$ cat src/rtl/hcsr04_sequencer_pkg.sv
// Shared rangefinder definitions for the HC-SR04 sequencer.
//   state_t : FSM state encoding (3-bit, fixed values relied on by downstream debug)
//   *_DEF   : default timing constants for a 50 MHz Clk
package hcsr04_sequencer_pkg;

  typedef enum logic [2:0] {
    ST_IDLE      = 3'd0,
    ST_TRIG      = 3'd1,
    ST_WAIT_ECHO = 3'd2,
    ST_ECHO_HIGH = 3'd3,
    ST_HOLDOFF   = 3'd4
  } state_t;

  localparam int TRIG_CYCLES_DEF   = 500;      // 10 us
  localparam int PERIOD_CYCLES_DEF = 3000000;  // 60 ms trigger-to-trigger
  localparam int ECHO_TIMEOUT_DEF  = 1900000;  // 38 ms
  localparam int SYNC_STAGES_DEF   = 2;
  localparam int CNT_W_DEF         = 22;

endpackage

$ cat src/rtl/hcsr04_sequencer_sync_bit.sv
// Single-bit synchroniser: STAGES flops in series, async reset to 0.
//   i_clk : destination clock
//   i_rst : async active-high reset
//   i_d   : asynchronous input
//   o_q   : i_d delayed by STAGES i_clk edges
module hcsr04_sequencer_sync_bit
  import hcsr04_sequencer_pkg::*;
#(
  parameter int STAGES = SYNC_STAGES_DEF
) (
  input  logic i_clk,
  input  logic i_rst,
  input  logic i_d,
  output logic o_q
);

  logic [STAGES-1:0] r_chain;

  always_ff @(posedge i_clk or posedge i_rst) begin
    if (i_rst) r_chain <= '0;
    else       r_chain <= {r_chain[STAGES-2:0], i_d};
  end

  assign o_q = r_chain[STAGES-1];

endmodule

$ cat src/rtl/hcsr04_sequencer.sv
// HC-SR04 trigger/echo sequencer. Fires a periodic trigger, turns the
// asynchronous echo into a Clk-synchronous Gate and bounds every phase with a
// timeout so Gate can never stick high.
//   Clk     : system clock, rising edge
//   Rst     : async active-high reset (release expected synchronous to Clk)
//   Enable  : run periodic measurements; only looked at in IDLE
//   Echo    : raw sensor echo, asynchronous
//   Trig    : sensor trigger pulse (TRIG_CYCLES long)
//   Gate    : high while a valid echo is in progress
//   Done    : 1-cycle strobe, echo ended normally
//   Timeout : 1-cycle strobe, echo missing or too long
//   Busy    : high outside IDLE
module hcsr04_sequencer
  import hcsr04_sequencer_pkg::*;
#(
  parameter int TRIG_CYCLES   = TRIG_CYCLES_DEF,
  parameter int PERIOD_CYCLES = PERIOD_CYCLES_DEF,
  parameter int ECHO_TIMEOUT  = ECHO_TIMEOUT_DEF,
  parameter int SYNC_STAGES   = SYNC_STAGES_DEF,
  parameter int CNT_W         = CNT_W_DEF
) (
  input  logic Clk,
  input  logic Rst,
  input  logic Enable,
  input  logic Echo,
  output logic Trig,
  output logic Gate,
  output logic Done,
  output logic Timeout,
  output logic Busy
);

  localparam logic [CNT_W-1:0] L_TRIG_LAST = CNT_W'(TRIG_CYCLES - 1);
  localparam logic [CNT_W-1:0] L_TOUT_LAST = CNT_W'(ECHO_TIMEOUT - 1);
  localparam logic [CNT_W-1:0] L_PER_LAST  = CNT_W'(PERIOD_CYCLES - 1);
  localparam logic [CNT_W-1:0] L_CNT_MAX   = '1;
  localparam logic [CNT_W-1:0] L_ONE       = CNT_W'(1);

  state_t           r_state, w_next;
  logic [CNT_W-1:0] r_pcnt, r_scnt;
  logic             w_echo_s, w_done, w_tout;
  logic             r_trig, r_gate, r_done, r_tout, r_busy;

  hcsr04_sequencer_sync_bit #(.STAGES(SYNC_STAGES)) u_sync (
    .i_clk (Clk),
    .i_rst (Rst),
    .i_d   (Echo),
    .o_q   (w_echo_s)
  );

  always_ff @(posedge Clk or posedge Rst) begin
    if (Rst) r_state <= ST_IDLE;
    else     r_state <= w_next;
  end

  always_comb begin
    w_next = r_state;
    w_done = 1'b0;
    w_tout = 1'b0;
    case (r_state)
      // A stuck-high echo blocks new triggers until it clears.
      ST_IDLE:      if (Enable && !w_echo_s) w_next = ST_TRIG;
      ST_TRIG:      if (r_scnt == L_TRIG_LAST) w_next = ST_WAIT_ECHO;
      // Echo arriving on the timeout cycle still counts as an echo.
      ST_WAIT_ECHO: if (w_echo_s) w_next = ST_ECHO_HIGH;
                    else if (r_scnt == L_TOUT_LAST) begin
                      w_next = ST_HOLDOFF;
                      w_tout = 1'b1;
                    end
      // Echo falling on the timeout cycle is a normal completion.
      ST_ECHO_HIGH: if (!w_echo_s) begin
                      w_next = ST_HOLDOFF;
                      w_done = 1'b1;
                    end else if (r_scnt == L_TOUT_LAST) begin
                      w_next = ST_HOLDOFF;
                      w_tout = 1'b1;
                    end
      // >= rather than == so a saturated period counter still drains to IDLE.
      ST_HOLDOFF:   if (r_pcnt >= L_PER_LAST) w_next = ST_IDLE;
      default:      w_next = ST_IDLE;
    endcase
  end

  // Period counter: measures from trigger rise; frozen in IDLE.
  always_ff @(posedge Clk or posedge Rst) begin
    if (Rst)                                       r_pcnt <= '0;
    else if (w_next == ST_TRIG && r_state != ST_TRIG) r_pcnt <= '0;
    else if (r_state != ST_IDLE && r_pcnt != L_CNT_MAX) r_pcnt <= r_pcnt + L_ONE;
  end

  // State counter: cycles spent in the current state.
  always_ff @(posedge Clk or posedge Rst) begin
    if (Rst)                    r_scnt <= '0;
    else if (w_next != r_state) r_scnt <= '0;
    else if (r_scnt != L_CNT_MAX) r_scnt <= r_scnt + L_ONE;
  end

  // Outputs registered from the next state so they line up with r_state.
  always_ff @(posedge Clk or posedge Rst) begin
    if (Rst) begin
      r_trig <= 1'b0;
      r_gate <= 1'b0;
      r_done <= 1'b0;
      r_tout <= 1'b0;
      r_busy <= 1'b0;
    end else begin
      r_trig <= (w_next == ST_TRIG);
      r_gate <= (w_next == ST_ECHO_HIGH);
      r_done <= w_done;
      r_tout <= w_tout;
      r_busy <= (w_next != ST_IDLE);
    end
  end

  assign Trig    = r_trig;
  assign Gate    = r_gate;
  assign Done    = r_done;
  assign Timeout = r_tout;
  assign Busy    = r_busy;

endmodule

$ cat config.mk
export PLATFORM = sky130hd
export DESIGN_NAME = hcsr04_sequencer
export DESIGN_NICKNAME = d
export VERILOG_FILES = /design/src/rtl/hcsr04_sequencer_pkg.sv /design/src/rtl/hcsr04_sequencer_sync_bit.sv /design/src/rtl/hcsr04_sequencer.sv
export SDC_FILE = /design/constraint.sdc
export NUM_CORES = 1
export LEC_CHECK = 0
export BUFFER_PORTS_ARGS = -buffer_cell sky130_fd_sc_hd__buf_2
export CAP_MARGIN = 15
export CELL_PAD_IN_SITES_DETAIL_PLACEMENT = 1
export CELL_PAD_IN_SITES_GLOBAL_PLACEMENT = 1
export CORE_ASPECT_RATIO = 0.8
export CORE_UTILIZATION = 43
export CTS_BUF_LIST = sky130_fd_sc_hd__clkbuf_2
export DETAILED_ROUTE_END_ITERATION = 7
export PLACE_DENSITY_LB_ADDON = 0.1
export SETUP_SLACK_MARGIN = 0.5
export SLEW_MARGIN = 10
export SYNTH_ARGS = -nofsm -noshare
export SYNTH_HDL_FRONTEND = slang
export SYNTH_SLANG_ARGS = --single-unit
export TNS_END_PERCENT = 100
$ cat constraint.sdc
create_clock -name Clk -period 2.1 [get_ports Clk]
set_input_delay 0.315 -clock Clk [delete_from_list [all_inputs] [get_ports Clk]]
set_output_delay 0.315 -clock Clk [all_outputs]
set_load 0.02 [all_outputs]
# Word level (Yosys, flattened, before mapping)
# Index checks and enable logic that the tools add are counted.
# word_totals
mem_bits_ro,0
ff_bits,54
ramBits,0
latch_bits,0
elab_cells,50
input_bits,4
output_inout_bits,5
mem_count,0
# classes
eq_ne,12
muxes,17
div_mod_pow,0
n_bitwise,0
shift,0
n_mul,0
n_addsub,2
n_reduce_logical,9
magnitude_cmp,1
# op_table
operator,n
$mux W22,4
$add A22 B1 Y22 const B,2
$ne A22 B22 Y1 const B,2
$eq A22 B21 Y1 const B,1
$eq A22 B9 Y1 const B,1
$ge A22 B22 Y1 const B,1
$mux W3,6
$pmux W3 S5,1
$eq A3 B2 Y1 const B,3
$eq A3 B1 Y1 const B,2
$reduce_bool A3 Y1,2
$mux W1,5
$reduce_bool A2 Y1,2
$eq A3 B3 Y1 const B,1
$logic_and A1 B1 Y1,3
$logic_not A3 Y1,1
$ne A3 B1 Y1 const B,1
$ne A3 B3 Y1,1
$pmux W1 S2,1
$logic_not A1 Y1,1

# Logic depth before layout (Yosys ltp)
# Gate-level depths: netlist of run 1.
# depth
word_depth,7
ltp_mapped,8
ltp_nobuf,8

# Cells and area by module
# Synthesis of run 1 repeated with hierarchy kept, for this count alone.
# hier_totals
cells_unflattened,320
area_unflattened_um2,3011.6
# modules_own_cells
module,area_per_inst_um2,cells_each,seq_area_each_um2,instances
hcsr04_sequencer,2957.8,317,1301.2,1
hcsr04_sequencer_sync_bit,53.8,3,50.0,1

# Least setup slack after synthesis of run 1
# Ideal clock, no wire load.
# synth_path
path_kind,flip-flop to flip-flop
start,register r_scnt[9]
end,"register r_busy, in the netlist Busy"
n_path_buf,0
required_time_ps,1969
setup_ps,131
t_arrival_ps,2006
setup_slack_ps,-38
path_stages_with_launch,8
path_cell_list,dfrtp_1 -> or4b_1 -> nor3_2 -> nand4_1 -> and4_4 -> nor3_4 -> inv_2 -> or3_1
# synth_between
elab_chain_len,5
# synth_lines
item,line_no,source
from (decl),hcsr04_sequencer.sv:40,"logic [CNT_W-1:0] r_pcnt, r_scnt;"
from (signal assigned),hcsr04_sequencer.sv:95,else if (r_scnt != L_CNT_MAX) r_scnt <= r_scnt + L_ONE;
$eq A22 B21 Y1,"hcsr04_sequencer.sv:66, hcsr04_sequencer.sv:74",
$mux W3,"hcsr04_sequencer.sv:66, hcsr04_sequencer.sv:74",
"$mux W3, on equally long branches","hcsr04_sequencer.sv:71, hcsr04_sequencer.sv:65",
$pmux W3 S5 *,hcsr04_sequencer.sv:60,case (r_state)
via w_next[0],hcsr04_sequencer.sv:39,"state_t r_state, w_next;"
$reduce_bool A3 Y1 *,hcsr04_sequencer.sv:111,r_busy <= (w_next != ST_IDLE);
to (signal assigned),hcsr04_sequencer.sv:111,
to (decl),hcsr04_sequencer.sv:42,"logic r_trig, r_gate, r_done, r_tout, r_busy;"
# Mark *: on every way through the listed nets, which the timed path passes. The rest lies on a longest branch.
# A chain may end at the register's enable or synchronous reset.

# Worst setup path after layout of run 1
# Same ends and word-level chain as after synthesis.

==> flow_summary_export.csv, run 1 <==
group,metric,value,unit
grt,grt_pass1_vias,2745,
logic_synthesis,seq_area_frac_synth,46.7,%
clocking,cts_tree,"yes",
logic_synthesis,syn-cell-area,2890,µm²
worst_hold_path,worstHoldStart,"Enable",
sta,final-setup-viol-count,19,
grt,track_usage,27.7,%
logic_synthesis,synth-edff-count,0,
pwr,irDropWorstVdd,0.000287,V
critical_path,critPathMaxFanout,3,
worst_hold_path,hp-class,"input port to flip-flop",
clocking,insertion_delay,460,ps
logic_synthesis,synth-warning-count,0,
placed_design,portBuffers,8,
logic_synthesis,synth_cell_types,45,
worst_hold_path,holdPathStages,3,
floorplanning,fp.dieW,93.7,µm
clocking,root_buffer,"clkbuf_2",
sta,whs,349,ps
cells_and_area,antenna_cells,0,
grt,grt_overflow,0,
critical_path,crit_path_end_kind,"flip-flop",
clocking,cts.path.max_buffers,2,
sta,tns,-606,ps
critical_path,critPathLaunchType,"flip-flop",
critical_path,cp.arrival,2620,ps
pwr,leakagePower,1.66,nW
floorplanning,initial_core_util,44.9,%
status,violations,"setup timing",
sta,rsz0062_at_grt,"true",
clocking,clk_pin_slew,300,ps
sta,hold_violations,0,
worst_hold_path,holdPathEnd,"r_pcnt[16]",
critical_path,reg2reg_depth,7,
floorplanning,fp-row-count,26,
sta,fin_crit_sh,107,%
cells_and_area,fillers,722,
critical_path,crit_required,2480,ps
logic_synthesis,synth_seq_cells,54,
floorplanning,io_pins,9,
critical_path,rr_startpoint,"r_scnt[9]",
routing,viasPerCell,6.02,
cells_and_area,fin_area,4000,µm²
status,run_status,"finished with violations",
routing,drc_errors,0,
logic_synthesis,synth_commonest_cells,"dfrtp_1, nor2_1, nand2_1, nand3_1, xnor2_1",
placed_design,placed_cell_area,3380,µm²
job,drv_cap,0,
cells_and_area,final_layout_size_suffix_gt1_share,38.4,%
clocking,cts_buffers,5,
sta,maxSlewViolCount,0,
logic_synthesis,synth.top_cell.area_share,46.7,%
sta,period_needed,2240,ps
routing,vias,2783,
grt,grt_max_degree,28,
sta,tightest_slew,785,ps
logic_synthesis,synthCells,311,
critical_path,crit_type,"flip-flop to flip-flop",
logic_synthesis,synthFlopType,"dfrtp_1",
cells_and_area,area_growth,38.3,%
sta,relSlewSlack,47.2,%
logic_synthesis,synth_area_leaders,"dfrtp_1, xnor2_1, nor2_1",
clocking,clock_sinks,54,
placed_design,hpwl,5.67,mm
logic_synthesis,syn_avg_cell_area,9.30,µm²
cells_and_area,multiInputGateArea,1900,µm²
routing,drt-initial-drc-count,157,
logic_synthesis,yosys.area.top_type,"dfrtp_1",
pwr,p_per_area,722,nW/µm²
logic_synthesis,async_reset_ff_share,100,%
grt,antenna_found_initial,0,
routing,finalWirelength,9.82,mm
sta,finalWorstSetupSlack,-140,ps
placed_design,place_congestion,0.828,
cells_and_area,nets,384,
routing,ant_nets,0,
sta,finClkSkew,25.8,ps
logic_synthesis,synth_nets,317,
logic_synthesis,yosysMostFrequentCell,"dfrtp_1",
routing,post_drt_wl_per_cell,21.3,µm
floorplanning,core-area,6440,µm²
cells_and_area,seqCellArea,1350,µm²
routing,dr.pass1.iters,4,
grt,grt_pass1_wl,14.5,mm
critical_path,r2r_end,"Busy",
floorplanning,dieArea,7060,µm²
sta,fmax,0.447,GHz
clocking,htreeDepth,2,
floorplanning,die_y,75.3,µm
critical_path,rrSetupSlack,-140,ps
==> what timing repair did <==
action                                  4_1_cts  5_1_grt
pin swaps                                    13       16
cloned                                        3        0
hold endpoints to repair                     26        0
setup buffers                                13        7
resized for setup                            47       28
endpoints found under the setup margin       51       51
hold buffers                                  2        0
==> layout by cell type, fill, tap and decap left out, types with 3 or more instances in the layout <==
cell	count
dfrtp_1	53
buf_4	49
nor2_1	40
nand2_1	25
nand3_1	19
xnor2_1	19
nand4_1	12
xor2_1	12
nor4_4	10
nor3_4	9
buf_6	9
and3_1	8
buf_2	8
nor2_2	6
mux2i_1	6
nand3_2	5
clkbuf_2	5
inv_1	4
and4_4	4
or4b_4	4
nor4_1	4
nor3_1	3
nand3b_1	3
nor3_2	3
a21oi_2	3
==> worst max path at each step <==
stage	start	endpoint	slack, ps	cells after the start
after floorplan	r_scnt[17]	Busy	30	7
after global placement	r_scnt[17]	Busy	10	7
after detailed placement	r_scnt[17]	Busy	-60	7
after CTS	r_scnt[17]	Busy	-7	7
after global routing	r_scnt[9]	Busy	-200	7
final	r_scnt[9]	Busy	-140	7
==> sequential cells by signal, indices dropped and copies added, names as in the netlist <==
signal	flops
Busy	1
Done	1
Gate	1
Timeout	1
Trig	1
r_pcnt	22
r_scnt	22
r_state	3
u_sync.r_chain	2
==> power by group <==
group	switching (mW)	internal [mW]	leakage, nW
sequential	0.202	1.21	0.706
clock	0.354	0.0792	0.0292
combinational	0.512	0.531	0.925
total	1.07	1.82	1.66
==> critical path, stage by stage, from the launching register on <==
cell and delay (ps):
dfrtp_1 460, or4b_4 530, nor3_4 180, and4_4 270
nor4b_2 70, nor3_4 200, inv_2 70, or3_1 370
==> per-layer routing <==
layer  routed length, µm  up-vias  part of all wire (%)  GRT usage [%]
met5                   0        -                     0              0
met4                 131        0                   1.3           6.32
met1                4570     1450                    47           41.2
li1                    -     1252                     -              -
met3                 504       14                   5.1           4.49
met2                4620       67                    47           42.5
==> metrics by stage <==
stage,utilization [%],setup slack [ps],power [mW],cells
CTS,59.6,-6.66,2.73,455
global route,62.1,-203,3.04,462
global placement,52.5,12.8,2.13,430
detailed placement,52.5,-56.2,2.17,430
floorplan,-,27.9,1.85,311
finish,62.1,-140,2.89,462
==> layout make-up <==
| cell class | count | area share [%] |
|---|---|---|
| clock buffer | 5 | 0.626 |
| clock inverter | 2 | 0.344 |
| tap | 84 | 2.63 |
| sequential | 54 | 33.8 |
| inverter | 6 | 0.657 |
| timing repair buffer | 70 | 14.4 |
| multi-input combinational | 241 | 47.5 |
==> cells by family (layout without fill, tap and decap cells) <==
| family | count (synthesis) | in the layout | synth area share [%] |
|---|---|---|---|
| simple gates | 179 | 181 | 32.9 |
| compound gates | 19 | 19 | 4.07 |
| mux | 6 | 6 | 2.08 |
| fa+ha+maj | 2 | 2 | 0.865 |
| buf+inv | 18 | 83 | 3.33 |
| xor+xnor | 33 | 33 | 10.0 |
| flops | 54 | 54 | 46.7 |
Power figures use the tool's default switching activity.
==> run 2, diff against run 1 <==
--- a/config.mk
+++ b/config.mk
@@ -5,6 +5,7 @@
 export SDC_FILE = /design/constraint.sdc
 export NUM_CORES = 1
 export LEC_CHECK = 0
+export ABC_AREA = 1
 export BUFFER_PORTS_ARGS = -buffer_cell sky130_fd_sc_hd__buf_2
 export CAP_MARGIN = 15
 export CELL_PAD_IN_SITES_DETAIL_PLACEMENT = 1
@@ -12,6 +13,7 @@
 export CORE_ASPECT_RATIO = 0.8
 export CORE_UTILIZATION = 43
 export CTS_BUF_LIST = sky130_fd_sc_hd__clkbuf_2
+export CTS_CLUSTER_SIZE = 24
 export DETAILED_ROUTE_END_ITERATION = 7
 export PLACE_DENSITY_LB_ADDON = 0.1
 export SETUP_SLACK_MARGIN = 0.5
==> run 2 against run 1 <==
- clock power increased by 4%
- non-clock buffer count increased by 12
- area after synthesis increased by 14%
- clock skew decreased by 16 ps
- the flow still finishes with violations (setup timing)
- first-iteration DRC count increased by 50%
- critical path type unchanged
- global-route usage increased by 3.0 points
- clock-buffer cell count unchanged
- core utilization increased by 2.4 points
- maximum frequency increased by 5.8%
- largest cell class unchanged
==> flow_summary_export.csv, run 2 <==
group,metric,value,unit
cells_and_area,top_regs,"r_pcnt: 22 flops, r_scnt: 22 flops, r_state: 3 flops",
logic_synthesis,synth-edff-count,0,
sta,finalWorstSetupSlack,-16.5,ps
routing,vias,3926,
pwr,irDropWorstVdd,0.000267,V
placed_design,place_congestion,0.854,
critical_path,crit_path_end_kind,"flip-flop",
status,violations,"setup timing",
job,drv_cap,0,
routing,ant_nets,0,
clocking,htreeDepth,2,
floorplanning,initial_core_util,44.6,%
cells_and_area,finalNonFillerCells,649,
logic_synthesis,synth_commonest_cells,"nand2_1, nor2_1, inv_1, dfrtp_1, nand3_1",
cells_and_area,layout_common_cells,"nand2_1, buf_4, inv_1",
logic_synthesis,synth_area_leaders,"dfrtp_1, nand2_1, nor2_1",
sta,finClkSkew,9.62,ps
floorplanning,core-area,7430,µm²
logic_synthesis,synth_seq_cells,54,
sta,whs,346,ps
grt,grt_pass1_vias,3591,
worst_hold_path,holdPathEnd,"Trig",
logic_synthesis,synthCells,458,
critical_path,crit_family,"simple AND/OR/NAND/NOR gates",
critical_path,critPathLaunchType,"flip-flop",
logic_synthesis,yosysMostFrequentCell,"nand2_1",
critical_path,crit_chain,"inv_1 > nor2_1 > nand2_1 > nor2_2 > nand3_2 > nand2_1 > nand2_4 > nand3_4 > nand3_4 > buf_12 > nor2_2",
grt,grt_pass1_wl,18.7,mm
floorplanning,io_pins,9,
critical_path,reg2reg_depth,11,
sta,relSlewSlack,54.1,%
critical_path,crit_required,2550,ps
floorplanning,fp.dieW,100,µm
worst_hold_path,holdPathStages,5,
grt,antenna_found_initial,0,
cells_and_area,layout_commonest_cell,"nand2_1",
sta,hold_violations,0,
logic_synthesis,syn_avg_cell_area,7.23,µm²
critical_path,cp.arrival,2570,ps
logic_synthesis,synth.top_cell.area_share,40.8,%
placed_design,hpwl,7.03,mm
logic_synthesis,syn-cell-area,3310,µm²
routing,dr.pass1.iters,7,
critical_path,slowest_stage,"dfrtp_1",
status,run_status,"finished with violations",
routing,post_drt_wl_per_cell,23.6,µm
sta,period_needed,2120,ps
sta,fmax,0.472,GHz
worst_hold_path,worstHoldStart,"Enable",
critical_path,rr_startpoint,"r_scnt[4]",
routing,drc_errors,0,
logic_synthesis,synthFlopType,"dfrtp_1",
sta,maxSlewViolCount,0,
critical_path,r2r_end,"r_scnt[3]",
clocking,clk_pin_slew,290,ps
critical_path,critPathMaxFanout,8,
sta,tightest_slew,687,ps
logic_synthesis,yosys.area.top_type,"dfrtp_1",
logic_synthesis,synth_nets,464,
grt,track_usage,30.7,%
clocking,root_buffer,"clkbuf_2",
critical_path,path_buf_inv,2,
critical_path,max_stage_delay,490,ps
placed_design,placed_cells,576,
logic_synthesis,synth_cell_types,31,
clocking,cts.path.max_buffers,2,
routing,finalWirelength,15.3,mm
grt,grt_overflow,0,
sta,fin_crit_sh,101,%
clocking,insertion_delay,500,ps
grt,grt_max_degree,28,
routing,viasPerCell,6.05,
clocking,cts_buffers,5,
cells_and_area,final_layout_size_suffix_gt1_share,41.4,%
critical_path,crit_type,"flip-flop to flip-flop",
clocking,cts_tree,"yes",
critical_path,rrSetupSlack,-20,ps
pwr,leakagePower,2.10,nW
sta,final-setup-viol-count,1,
sta,rsz0062_at_grt,"true",
clocking,clock_sinks,54,
logic_synthesis,synth-warning-count,0,
logic_synthesis,async_reset_ff_share,100,%
placed_design,portBuffers,8,
logic_synthesis,seq_area_frac_synth,40.8,%
floorplanning,dieArea,8060,µm²
routing,drt-initial-drc-count,236,
pwr,p_per_area,320,nW/µm²
worst_hold_path,hp-class,"input port to flip-flop",
floorplanning,die_y,80.5,µm
floorplanning,fp-row-count,28,
cells_and_area,antenna_cells,0,
cells_and_area,nets,550,
cells_and_area,area_growth,44.7,%
==> run 2: cell types whose count changed after synthesis, sizes merged, moves of 6 or more <==
cell	delta
nand2	+78
and4	-6
xnor2	-15
and3	-9
nor4	-13
inv	+59
o21ai	+18
nor2	+39
mux2i	-6
nand4	+6
nand3	+18
==> run 2: cells by family (layout without fill, tap and decap cells) <==
family / count (synthesis) / after routing / synth area share, %
xor+xnor: 18 / 18 / 4.76
flops: 54 / 54 / 40.8
simple gates: 279 / 280 / 39.2
buf+inv: 70 / 155 / 8.62
compound gates: 35 / 35 / 5.90
fa+ha+maj: 2 / 2 / 0.756
==> run 2: final cells by class <==
cell class                      count  area (µm²)
Clock buffer                        5        25.0
Clock inverter                      2        10.0
Fill cell                         904        2640
Inverter                           65         282
Multi-Input combinational cell    335        2250
Sequential cell                    54        1370
Tap cell                          105         131
Timing Repair Buffer               82         721
Timing Repair inverter              1        8.76
==> run 2: report_power, final <==
group	switching, mW	internal, mW
Clock	0.378	0.0721
Combinational	0.0274	0.00847
Sequential	0.00290	1.05
==> run 2: worst max path at each step <==
stage	from	to	slack, ps	cells past startpoint
after floorplan	r_pcnt[0]	r_pcnt[10]	470	13
after global placement	r_pcnt[0]	r_pcnt[3]	-40	11
after detailed placement	r_pcnt[0]	r_pcnt[14]	-30	11
after CTS	r_scnt[0]	r_scnt[17]	250	12
after global routing	r_scnt[4]	r_scnt[16]	-110	11
final	r_scnt[4]	r_scnt[3]	-20	11
==> run 2: per-stage QoR <==
stage                     util (%)  total power [mW]  setup TNS, ps  cell area (µm²)  setup slack [ps]
final                         64.5              1.53          -16.5             4790             -16.5
after global placement        47.9              1.09          -70.3             3560             -40.2
after detailed placement      47.9              1.09          -60.0             3560             -26.7
after CTS                     57.7              1.52              0             4290               253
after floorplan                  -              1.08              0             3360               473
after global routing          64.5              1.56           -910             4790              -106
==> run 2: repair_timing <==
action | 4_1_cts | 5_1_grt
resized for setup | 91 | 87
hold buffers | 2 | 0
cloned | 2 | 1
endpoints found under the hold margin | 26 | 0
setup endpoints to repair | 48 | 48
setup buffers | 42 | 19
pin swaps | 37 | 26
==> run 2: metal layers <==
metal / wire (µm) / GRT usage (%) / part of all wire (%)
met1: 6280 / 44.1 / 41
met2: 6960 / 47.1 / 45
met3: 1280 / 5.22 / 8.4
met4: 800 / 9.13 / 5.2
met5: 0 / 0 / 0
==> run 2: worst reg2reg max path, stage by stage (launching register included) <==
cell and delay (ps):
dfrtp_1 490, inv_1 80, nor2_1 190, nand2_1 110, nor2_2 150, nand3_2 140, nand2_1 140, nand2_4 120
nand3_4 170, nand3_4 150, buf_12 190, nor2_2 140
